[src/rtl/sequencer_input_conditioner_pkg.sv]
// sequencer_input_pkg: shared state type, default timing and counter-width helpers
package sequencer_input_pkg;
  typedef enum logic [1:0] {IDLE, HELD, REPEAT} button_state_t;
  localparam int TICK_DIV_DEF = 1966080;
  localparam int DEBOUNCE_DEF = 655;
  localparam int REPEAT_DELAY_DEF = 16384;
  localparam int REPEAT_RATE_DEF = 4096;
  function automatic int cnt_w(int n);
    return (n > 1) ? $clog2(n) : 1;
  endfunction
  function automatic int deb_w(int cycles);
    return cnt_w(cycles + 1);
  endfunction
  function automatic int rep_w(int delay, int rate);
    return cnt_w((delay > rate) ? delay : rate);
  endfunction
endpackage

[src/rtl/sequencer_input_conditioner_if.sv]
// sequencer_input_conditioner_if: raw set buttons in, sequencer strobes out
interface sequencer_input_conditioner_if;
  logic MinButton;
  logic HourButton;
  logic Tick;
  logic SyncMinIn;
  logic SyncHourIn;
  modport master (output MinButton, HourButton, input Tick, SyncMinIn, SyncHourIn);
  modport slave (input MinButton, HourButton, output Tick, SyncMinIn, SyncHourIn);
endinterface

[src/rtl/sequencer_input_conditioner_button_conditioner.sv]
// button_conditioner: synchronise, debounce and auto-repeat one raw button into single-cycle pulses
module button_conditioner
  import sequencer_input_pkg::*;
#(
  parameter int DEBOUNCE_CYCLES = DEBOUNCE_DEF,
  parameter int REPEAT_DELAY = REPEAT_DELAY_DEF,
  parameter int REPEAT_RATE = REPEAT_RATE_DEF
) (
  input  logic clk,
  input  logic rst,
  input  logic raw,
  output logic pulse
);
  localparam int DW = deb_w(DEBOUNCE_CYCLES);
  localparam int RW = rep_w(REPEAT_DELAY, REPEAT_RATE);
  localparam logic [DW-1:0] D_END = DW'(DEBOUNCE_CYCLES - 1);
  localparam logic [RW-1:0] R_DLY = RW'(REPEAT_DELAY - 1);
  localparam logic [RW-1:0] R_RATE = RW'(REPEAT_RATE - 1);
  logic [1:0] sync_q, sync_d;
  logic [DW-1:0] d_q, d_d;
  logic [RW-1:0] r_q, r_d;
  logic lvl_q, lvl_d, pulse_q, pulse_d;
  button_state_t state_q, state_d;
  logic s;
  assign s = sync_q[1];
  assign pulse = pulse_q;
  always_comb begin
    sync_d = {sync_q[0], raw};
    d_d = (s == lvl_q || d_q == D_END) ? '0 : d_q + DW'(1);
    lvl_d = (s != lvl_q && d_q == D_END) ? s : lvl_q;
    state_d = state_q;
    r_d = r_q + RW'(1);
    pulse_d = 1'b0;
    // the FSM reacts to the level being accepted this cycle, saving a cycle of latency
    unique case (state_q)
      IDLE: begin
        r_d = '0;
        if (lvl_d && !lvl_q) begin
          state_d = HELD;
          pulse_d = 1'b1;
        end
      end
      HELD:
        if (!lvl_d) state_d = IDLE;
        else if (r_q == R_DLY) begin
          state_d = REPEAT;
          pulse_d = 1'b1;
          r_d = '0;
        end
      REPEAT:
        if (!lvl_d) state_d = IDLE;
        else if (r_q == R_RATE) begin
          pulse_d = 1'b1;
          r_d = '0;
        end
      default: state_d = IDLE;
    endcase
  end
  always_ff @(posedge clk) begin
    if (rst) begin
      sync_q <= '0;
      d_q <= '0;
      lvl_q <= 1'b0;
      state_q <= IDLE;
      r_q <= '0;
      pulse_q <= 1'b0;
    end else begin
      sync_q <= sync_d;
      d_q <= d_d;
      lvl_q <= lvl_d;
      state_q <= state_d;
      r_q <= r_d;
      pulse_q <= pulse_d;
    end
  end
endmodule

[src/rtl/sequencer_input_conditioner.sv]
// sequencer_input_conditioner: one-minute prescaler plus minute/hour set-button strobes
module sequencer_input_conditioner
  import sequencer_input_pkg::*;
#(
  parameter int TICK_DIV = TICK_DIV_DEF,
  parameter int DEBOUNCE_CYCLES = DEBOUNCE_DEF,
  parameter int REPEAT_DELAY = REPEAT_DELAY_DEF,
  parameter int REPEAT_RATE = REPEAT_RATE_DEF
) (
  input logic Clock,
  input logic Reset,
  sequencer_input_conditioner_if.slave bus
);
  localparam int CW = cnt_w(TICK_DIV);
  localparam logic [CW-1:0] C_MAX = CW'(TICK_DIV - 1);
  logic [CW-1:0] c_q, c_d;
  logic min_pulse, hour_pulse;
  button_conditioner #(
    .DEBOUNCE_CYCLES(DEBOUNCE_CYCLES), .REPEAT_DELAY(REPEAT_DELAY), .REPEAT_RATE(REPEAT_RATE)
  ) u_min (.clk(Clock), .rst(Reset), .raw(bus.MinButton), .pulse(min_pulse));
  button_conditioner #(
    .DEBOUNCE_CYCLES(DEBOUNCE_CYCLES), .REPEAT_DELAY(REPEAT_DELAY), .REPEAT_RATE(REPEAT_RATE)
  ) u_hour (.clk(Clock), .rst(Reset), .raw(bus.HourButton), .pulse(hour_pulse));
  // a minute set zeroes the seconds and swallows a coincident Tick, so no minute is merged
  always_comb c_d = (min_pulse || c_q == C_MAX) ? '0 : c_q + CW'(1);
  always_ff @(posedge Clock) c_q <= Reset ? '0 : c_d;
  assign bus.Tick = (c_q == C_MAX) && !min_pulse;
  assign bus.SyncMinIn = min_pulse;
  assign bus.SyncHourIn = hour_pulse;
endmodule

[src/flat_wrapper.sv]
// flat-port wrapper written by rule: the top's interface ports become plain ports
module sequencer_input_conditioner_flat import sequencer_input_pkg::*;
#(
  parameter int TICK_DIV = TICK_DIV_DEF,
  parameter int DEBOUNCE_CYCLES = DEBOUNCE_DEF,
  parameter int REPEAT_DELAY = REPEAT_DELAY_DEF,
  parameter int REPEAT_RATE = REPEAT_RATE_DEF
)
  (Clock, Reset, bus_MinButton, bus_HourButton, bus_Tick, bus_SyncMinIn, bus_SyncHourIn);
  sequencer_input_conditioner_if bus_i ();
  input logic Clock;
  input logic Reset;
  input wire logic [$bits(bus_i.MinButton)-1:0] bus_MinButton;
  input wire logic [$bits(bus_i.HourButton)-1:0] bus_HourButton;
  output wire logic [$bits(bus_i.Tick)-1:0] bus_Tick;
  output wire logic [$bits(bus_i.SyncMinIn)-1:0] bus_SyncMinIn;
  output wire logic [$bits(bus_i.SyncHourIn)-1:0] bus_SyncHourIn;
  assign bus_i.MinButton = bus_MinButton;
  assign bus_i.HourButton = bus_HourButton;
  assign bus_Tick = bus_i.Tick;
  assign bus_SyncMinIn = bus_i.SyncMinIn;
  assign bus_SyncHourIn = bus_i.SyncHourIn;
  sequencer_input_conditioner #(.TICK_DIV(TICK_DIV), .DEBOUNCE_CYCLES(DEBOUNCE_CYCLES), .REPEAT_DELAY(REPEAT_DELAY), .REPEAT_RATE(REPEAT_RATE)) u_core (.Clock(Clock), .Reset(Reset), .bus(bus_i));
endmodule
[config.mk]
export PLATFORM = sky130hd
export DESIGN_NAME = sequencer_input_conditioner_flat
export DESIGN_NICKNAME = d
export VERILOG_FILES = /design/src/rtl/sequencer_input_conditioner_pkg.sv /design/src/rtl/sequencer_input_conditioner_if.sv /design/src/rtl/sequencer_input_conditioner_button_conditioner.sv /design/src/rtl/sequencer_input_conditioner.sv /design/src/flat_wrapper.sv
export SDC_FILE = /design/constraint.sdc
export NUM_CORES = 1
export LEC_CHECK = 0
export ABC_AREA = 0
export CAP_MARGIN = 15
export CORE_MARGIN = 1
export CORE_UTILIZATION = 30
export DETAILED_ROUTE_END_ITERATION = 10
export SETUP_SLACK_MARGIN = 0.02
export SLEW_MARGIN = 20
export SYNTH_ARGS = -nofsm -noshare
export SYNTH_HDL_FRONTEND = slang
export SYNTH_SLANG_ARGS = --single-unit
export TNS_END_PERCENT = 50
[constraint.sdc]
create_clock -name Clock -period 2.1 [get_ports Clock]
set_input_delay 0.42 -clock Clock [delete_from_list [all_inputs] [get_ports Clock]]
set_output_delay 0.42 -clock Clock [all_outputs]
set_load 0.02 [all_outputs]
After elaboration in Yosys (flattened, before gate mapping)

Index checks and enable logic that the tools add are counted.

Flip-flop bits (word level): 81
Output and inout port bits: 3
Input port bits: 4

Mux-type cells: 34
$add $sub $neg: 5
Equal/unequal tests: 21
Reduce and logical (&&, ||, !) cells: 18

Operators by type and width:

| kind                  | count |
|---|---|
| $mux 14               | 8 |
| $pmux 14 s3           | 2 |
| $add 14x1->14 const B | 2 |
| $eq 14x12->1 const B  | 2 |
| $eq 14x14->1 const B  | 2 |
| $add 21x1->21 const B | 1 |
| $eq 21x21->1 const B  | 1 |
| $add 10x1->10 const B | 2 |
| $eq 10x10->1 const B  | 2 |
| $mux 2                | 8 |
| $mux 1                | 12 |
| $pmux 2 s3            | 2 |
| $ne 2x2->1 const B    | 4 |
| $ne 3x3->1 const B    | 2 |
| $pmux 1 s3            | 2 |
| $reduce_and 3->1      | 2 |
| $reduce_or 2->1       | 3 |
| $logic_and 1x1->1     | 5 |
| $eq 2x1->1 const B    | 2 |
| $eq 2x2->1 const B    | 2 |
| $logic_not 2->1       | 2 |
| $logic_not 1->1       | 3 |
| $logic_or 1x1->1      | 3 |
| $eq 1x1->1            | 2 |
| $ne 1x1->1            | 2 |

Logic depth before layout (Yosys ltp)

Gate-level depths: netlist (run 1).

Word-level depth: 6
Depth in mapped cells: 9
Mapped depth without buffers: 7

Cells and area by module

Synthesis (run 1) repeated with hierarchy kept, for this count alone.

Cells, all modules: 435
Area total of the unflattened synthesis: 4,032.6 sq um

By module, submodules not included:

| module                              | seq. area each (sq um) | area each (sq um) | times used | cells an instance |
|---|---|---|---|---|
| button_conditioner at u_core.u_min  | 600.6                  | 1,544.0           | 1          | 155 |
| button_conditioner at u_core.u_hour | 600.6                  | 1,468.9           | 1          | 161 |
| sequencer_input_conditioner         | 420.4                  | 1,019.7           | 1          | 119 |

Worst setup path before layout (run 1)

OpenSTA, ideal clock, no wires.

Path type: flip-flop to flip-flop
Start point: register u_core.u_hour.d_q[0]
End point: register u_core.u_hour.r_q[10]
Data required time: 1.965 ns
Data arrival time: 1.864 ns
Stages on the path, launching flop included: 9
Setup time: 0.135 ns
Slack: 0.101 ns
Cells stage by stage: dfxtp_1 > inv_1 > ha_1 > and4bb_2 > a31oi_2 > o211ai_1 > a221oi_2 > buf_6 > nor3_2

Cells in the longest elaborated chain, start to end: 5

Ends and longest elaborated chain:

| element                    | line                                                                                                       | source |
|---|---|---|
| from (decl)                | sequencer_input_conditioner_button_conditioner.sv:20                                                       | `logic [DW-1:0] d_q, d_d;` |
| from (signal assigned)     | sequencer_input_conditioner_button_conditioner.sv:62                                                       | `d_q <= '0;` |
| from (signal assigned)     | sequencer_input_conditioner_button_conditioner.sv:69                                                       | `d_q <= d_d;` |
| $eq 10x10->1 (*)           | sequencer_input_conditioner_button_conditioner.sv:30                                                       | `lvl_d = (s != lvl_q && d_q == D_END) ? s : lvl_q;` |
| $logic_and 1x1->1 (*)      | sequencer_input_conditioner_button_conditioner.sv:30                                                       |  |
| $mux 1 (*)                 | sequencer_input_conditioner_button_conditioner.sv:30                                                       |  |
| $mux 14 (on tied branches) | sequencer_input_conditioner_button_conditioner.sv:51, sequencer_input_conditioner_button_conditioner.sv:44 |  |
| $pmux 14 s3 (*)            | sequencer_input_conditioner_button_conditioner.sv:35                                                       | `unique case (state_q)` |
| to (signal assigned)       | sequencer_input_conditioner_button_conditioner.sv:72                                                       | `r_q <= r_d;` |
| to (decl)                  | sequencer_input_conditioner_button_conditioner.sv:21                                                       | `logic [RW-1:0] r_q, r_d;` |

Mark *: on every way between the ends. The rest lies on a longest branch, timed or not.
A chain may end at the register's enable or synchronous reset.

Worst setup path after layout (run 1)

Start point: register u_core.u_min.d_q[1]
End point: register u_core.u_min.r_q[2]

Cells in the longest elaborated chain, start to end: 5

Ends and longest elaborated chain:

| element                    | line |
|---|---|
| from (decl)                | sequencer_input_conditioner_button_conditioner.sv:20 |
| from (signal assigned)     | sequencer_input_conditioner_button_conditioner.sv:62 |
| from (signal assigned)     | sequencer_input_conditioner_button_conditioner.sv:69 |
| $eq 10x10->1 (*)           | sequencer_input_conditioner_button_conditioner.sv:30 |
| $logic_and 1x1->1 (*)      | sequencer_input_conditioner_button_conditioner.sv:30 |
| $mux 1 (*)                 | sequencer_input_conditioner_button_conditioner.sv:30 |
| $mux 14 (on tied branches) | sequencer_input_conditioner_button_conditioner.sv:51, sequencer_input_conditioner_button_conditioner.sv:44 |
| $pmux 14 s3 (*)            | sequencer_input_conditioner_button_conditioner.sv:35 |
| to (signal assigned)       | sequencer_input_conditioner_button_conditioner.sv:72 |
| to (decl)                  | sequencer_input_conditioner_button_conditioner.sv:21 |

Marks and branches as above.

==> results of run 1 <==
[per-layer routing]
| metal | up-vias | global-route usage (%) | routed length [um] |
|---|---|---|---|
| met5 | - | 0 | 0 |
| met4 | 0 | 5.71 | 147 |
| met1 | 1332 | 13.1 | 3370 |
| li1 | 1504 | - | - |
| met3 | 14 | 3.58 | 217 |
| met2 | 26 | 19.6 | 3360 |
[per-stage QoR]
step	instances	area, um^2	setup WS (ns)	hold slack, ns
after floorplan	414	3850	0.101	0.414
after global placement	603	4230	0.0498	0.429
after detailed placement	603	4230	-0.00510	0.435
after CTS	618	4560	0.0441	0.453
after global routing	620	4640	0.0128	0.472
final	620	4640	0.122	0.446
[cells by family after synthesis]
logic type	after synthesis	share of synthesized area [%]
fa+ha+maj	15	4.88
flops	81	42.1
simple gates	199	29.0
compound gates	35	7.32
buf+inv	24	2.96
mux	2	0.520
xor+xnor	58	13.2
[cells in the mapped netlist (2+ instances only)]
cell / count
xnor2_1: 23
or3_1: 3
o21ai_0: 6
nand2_1: 27
nor2b_1: 6
o311ai_0: 2
dfxtp_1: 81
nor3_1: 19
and3_1: 13
and2_1: 6
nor3b_1: 6
mux2i_1: 2
or2_2: 2
and4_1: 10
a21oi_1: 6
ha_1: 15
inv_1: 11
a221oi_2: 2
a41oi_1: 2
a211oi_1: 3
nor3_2: 12
xor2_1: 35
nand4_1: 15
o2111ai_1: 2
buf_6: 2
clkbuf_1: 6
nand3_1: 18
nor2_1: 56
buf_2: 4
a31oi_1: 2
[registers in the layout, summed over array words and instances (netlist names)]
register and count:
u_core.u_min.sync_q 2, u_core.u_hour.pulse 1, u_core.u_hour.sync_q 2, u_core.u_min.pulse 1, u_core.u_min.r_q 14, u_core.u_min.d_q 10, u_core.u_min.lvl_q 1, u_core.u_hour.lvl_q 1
u_core.u_hour.state_q 2, u_core.u_hour.d_q 10, u_core.u_hour.r_q 14, u_core.c_q 21, u_core.u_min.state_q 2
[path summary, 6_finish.rpt]
path	startpoint	to
max	u_core.u_min.d_q[1]	u_core.u_min.r_q[2]
min reg2reg	u_core.u_hour.sync_q[0]	u_core.u_hour.sync_q[1]
min	u_core.u_hour.sync_q[0]	u_core.u_hour.sync_q[1]
max reg2reg	u_core.u_min.d_q[1]	u_core.u_min.r_q[2]
[repair_timing]
| item | CTS | global route |
|---|---|---|
| hold endpoints to repair | 0 | 0 |
| pin swaps | 0 | 4 |
| resized for setup | 7 | 14 |
| buffers inserted | 0 | 1 |
| gates cloned | 0 | 1 |
| hold buffers | 0 | 0 |
| endpoints found under the setup margin | 8 | 27 |
[where the power goes]
part,internal [uW],switching [uW]
logic,219,262
registers,1570,34.6
clock network,1130,589
[critical path, cell delays in order, from the launching register on]
cell and delay (ns):
dfxtp_2 0.35, ha_1 0.14, and4b_2 0.30, and4_4 0.29, o2111ai_4 0.16, a221oi_4 0.35, buf_4 0.21, nor3_1 0.05
[cell type report]
class	instances	area share, %
multi-input combinational	309	46.8
clock inverter	2	1.29
inverter	11	0.889
timing repair buffer	32	5.55
clock buffer	13	5.82
tap	172	4.64
sequential	81	35.0
[layout by cell type, fill, tap and decap left out, types with 8 or more instances in the layout]
cell / count
nand4_1: 15
xnor2_1: 23
nor3_1: 19
buf_4: 24
and4_1: 8
nor2_1: 56
nand2_1: 27
nand3_1: 18
inv_1: 11
clkbuf_16: 9
ha_1: 15
xor2_1: 35
nor3_2: 11
and3_1: 13
dfxtp_1: 80
==> flow_summary_export.csv, run 1 <==
group,metric,value,unit
detailed_routing,firstDrtPassIters,4,
detailed_routing,ant_nets,0,
cts,cts_buffers,9,
yosys,ys_seq_area_share,42.1,%
placement,portBuffers,6,
yosys,async_reset_ff_share,0,%
yosys,synth_ff_type,"dfxtp_1",
timing,final_max_slew_viol_count,0,
yosys,ys_top_cells_by_area,"dfxtp_1 (42%), xor2_1 (8.0%), nor2_1 (5.5%)",
cts,cts_root_buf,"clkbuf_16",
layout,multi_input_area,2170,um^2
timing,rsz0062_at_grt,"yes",
placement,dp_hpwl,4.81,mm
die,die_h,115,um
die,die-area,13300,um^2
detailed_routing,drc,0,
layout,final-seq-area,1620,um^2
setup_path,ff2ff_path_depth,7,
grt,grt_first_pass_wirelength,12.1,mm
die,io_pins,7,
setup_path,rrSetupSlack,0.12,ns
grt,grt_antenna_before_repair,0,
setup_path,cp-start-kind,"flop",
layout,fill_cells,1278,
power_and_ir_drop,finalPower,3810,uW
timing,period_share,94.2,%
yosys,synthCells,414,
timing,relSlewSlack,75.3,%
status,run_status,"finished clean",
power_and_ir_drop,power-per-cell-area,821,nW/um^2
power_and_ir_drop,peakVddDrop,532,uV
placement,globalplace.congestion,0.771,
die,fp-row-count,41,
worst_hold_path,hold_path.class,"reg -> reg",
cts,path_clk_slew,0.06,ns
worst_hold_path,hold_depth,1,
detailed_routing,drt_wl_total,7.09,mm
timing,max_freq,0.505,GHz
layout,fin_nets,463,
grt,grt_usage,11.6,%
run,drv_cap,0,
cts,cts_buffer_depth,2,
detailed_routing,detail_route.iter0.violations,110,
timing,fin_skew,0.00626,ns
setup_path,required,2.31,ns
yosys,yosys.area.top_type,"dfxtp_1",
layout,drive_gt1_share,15.6,%
grt,grt_max_degree,30,
timing,worst_pin_slew,0.369,ns
setup_path,worst_setup_path_end_kind,"flop",
grt,grt_overflow,0,
yosys,syn_area,3850,um^2
timing,setup_viol,0,
layout,diodes,0,
grt,grt_pass1_vias,2797,
yosys,synth-edff-count,0,
yosys,ys_warn_count,0,
timing,tns,0,ns
timing,fin_crit,1.98,ns
setup_path,path_class,"reg -> reg",
yosys,avgSynthCellArea,9.29,um^2
layout,syn2layout_area_growth,20.7,%
layout,final_core_utilization,36.9,%
detailed_routing,vias,2876,
cts,cts_tree,"yes",
yosys,synth.distinct_cells,47,
die,core,12600,um^2
yosys,ys_ff_latch,81,
cts,htreeDepth,3,
cts,cts_sinks,81,
setup_path,cp_max_fo,6,
detailed_routing,post_drt_wl_per_cell,11.4,um
die,die_width,115,um
yosys,synth_nets,433,
power_and_ir_drop,p_leak,0.00164,uW
timing,hold_violations,0,
die,initial_core_util,30.6,%
yosys,synth_top_area_share,42.1,%
cts,clk_latency,0.34,ns
setup_path,crit_arrival,2.19,ns
detailed_routing,via_per_inst,4.64,
(Power assumes the default switching activity.)
==> inputs of run 2 (changes only) <==
Settings changed: SKIP_LAST_GASP set to 1.
==> results of run 2 <==
No change in the layout: final DEF, timing and power equal those of run 1.
==> inputs of run 3 (changes only) <==
Settings changed: HOLD_SLACK_MARGIN set to 0.03.
==> results of run 3 <==
No change in the layout: final DEF, timing and power equal those of run 1.
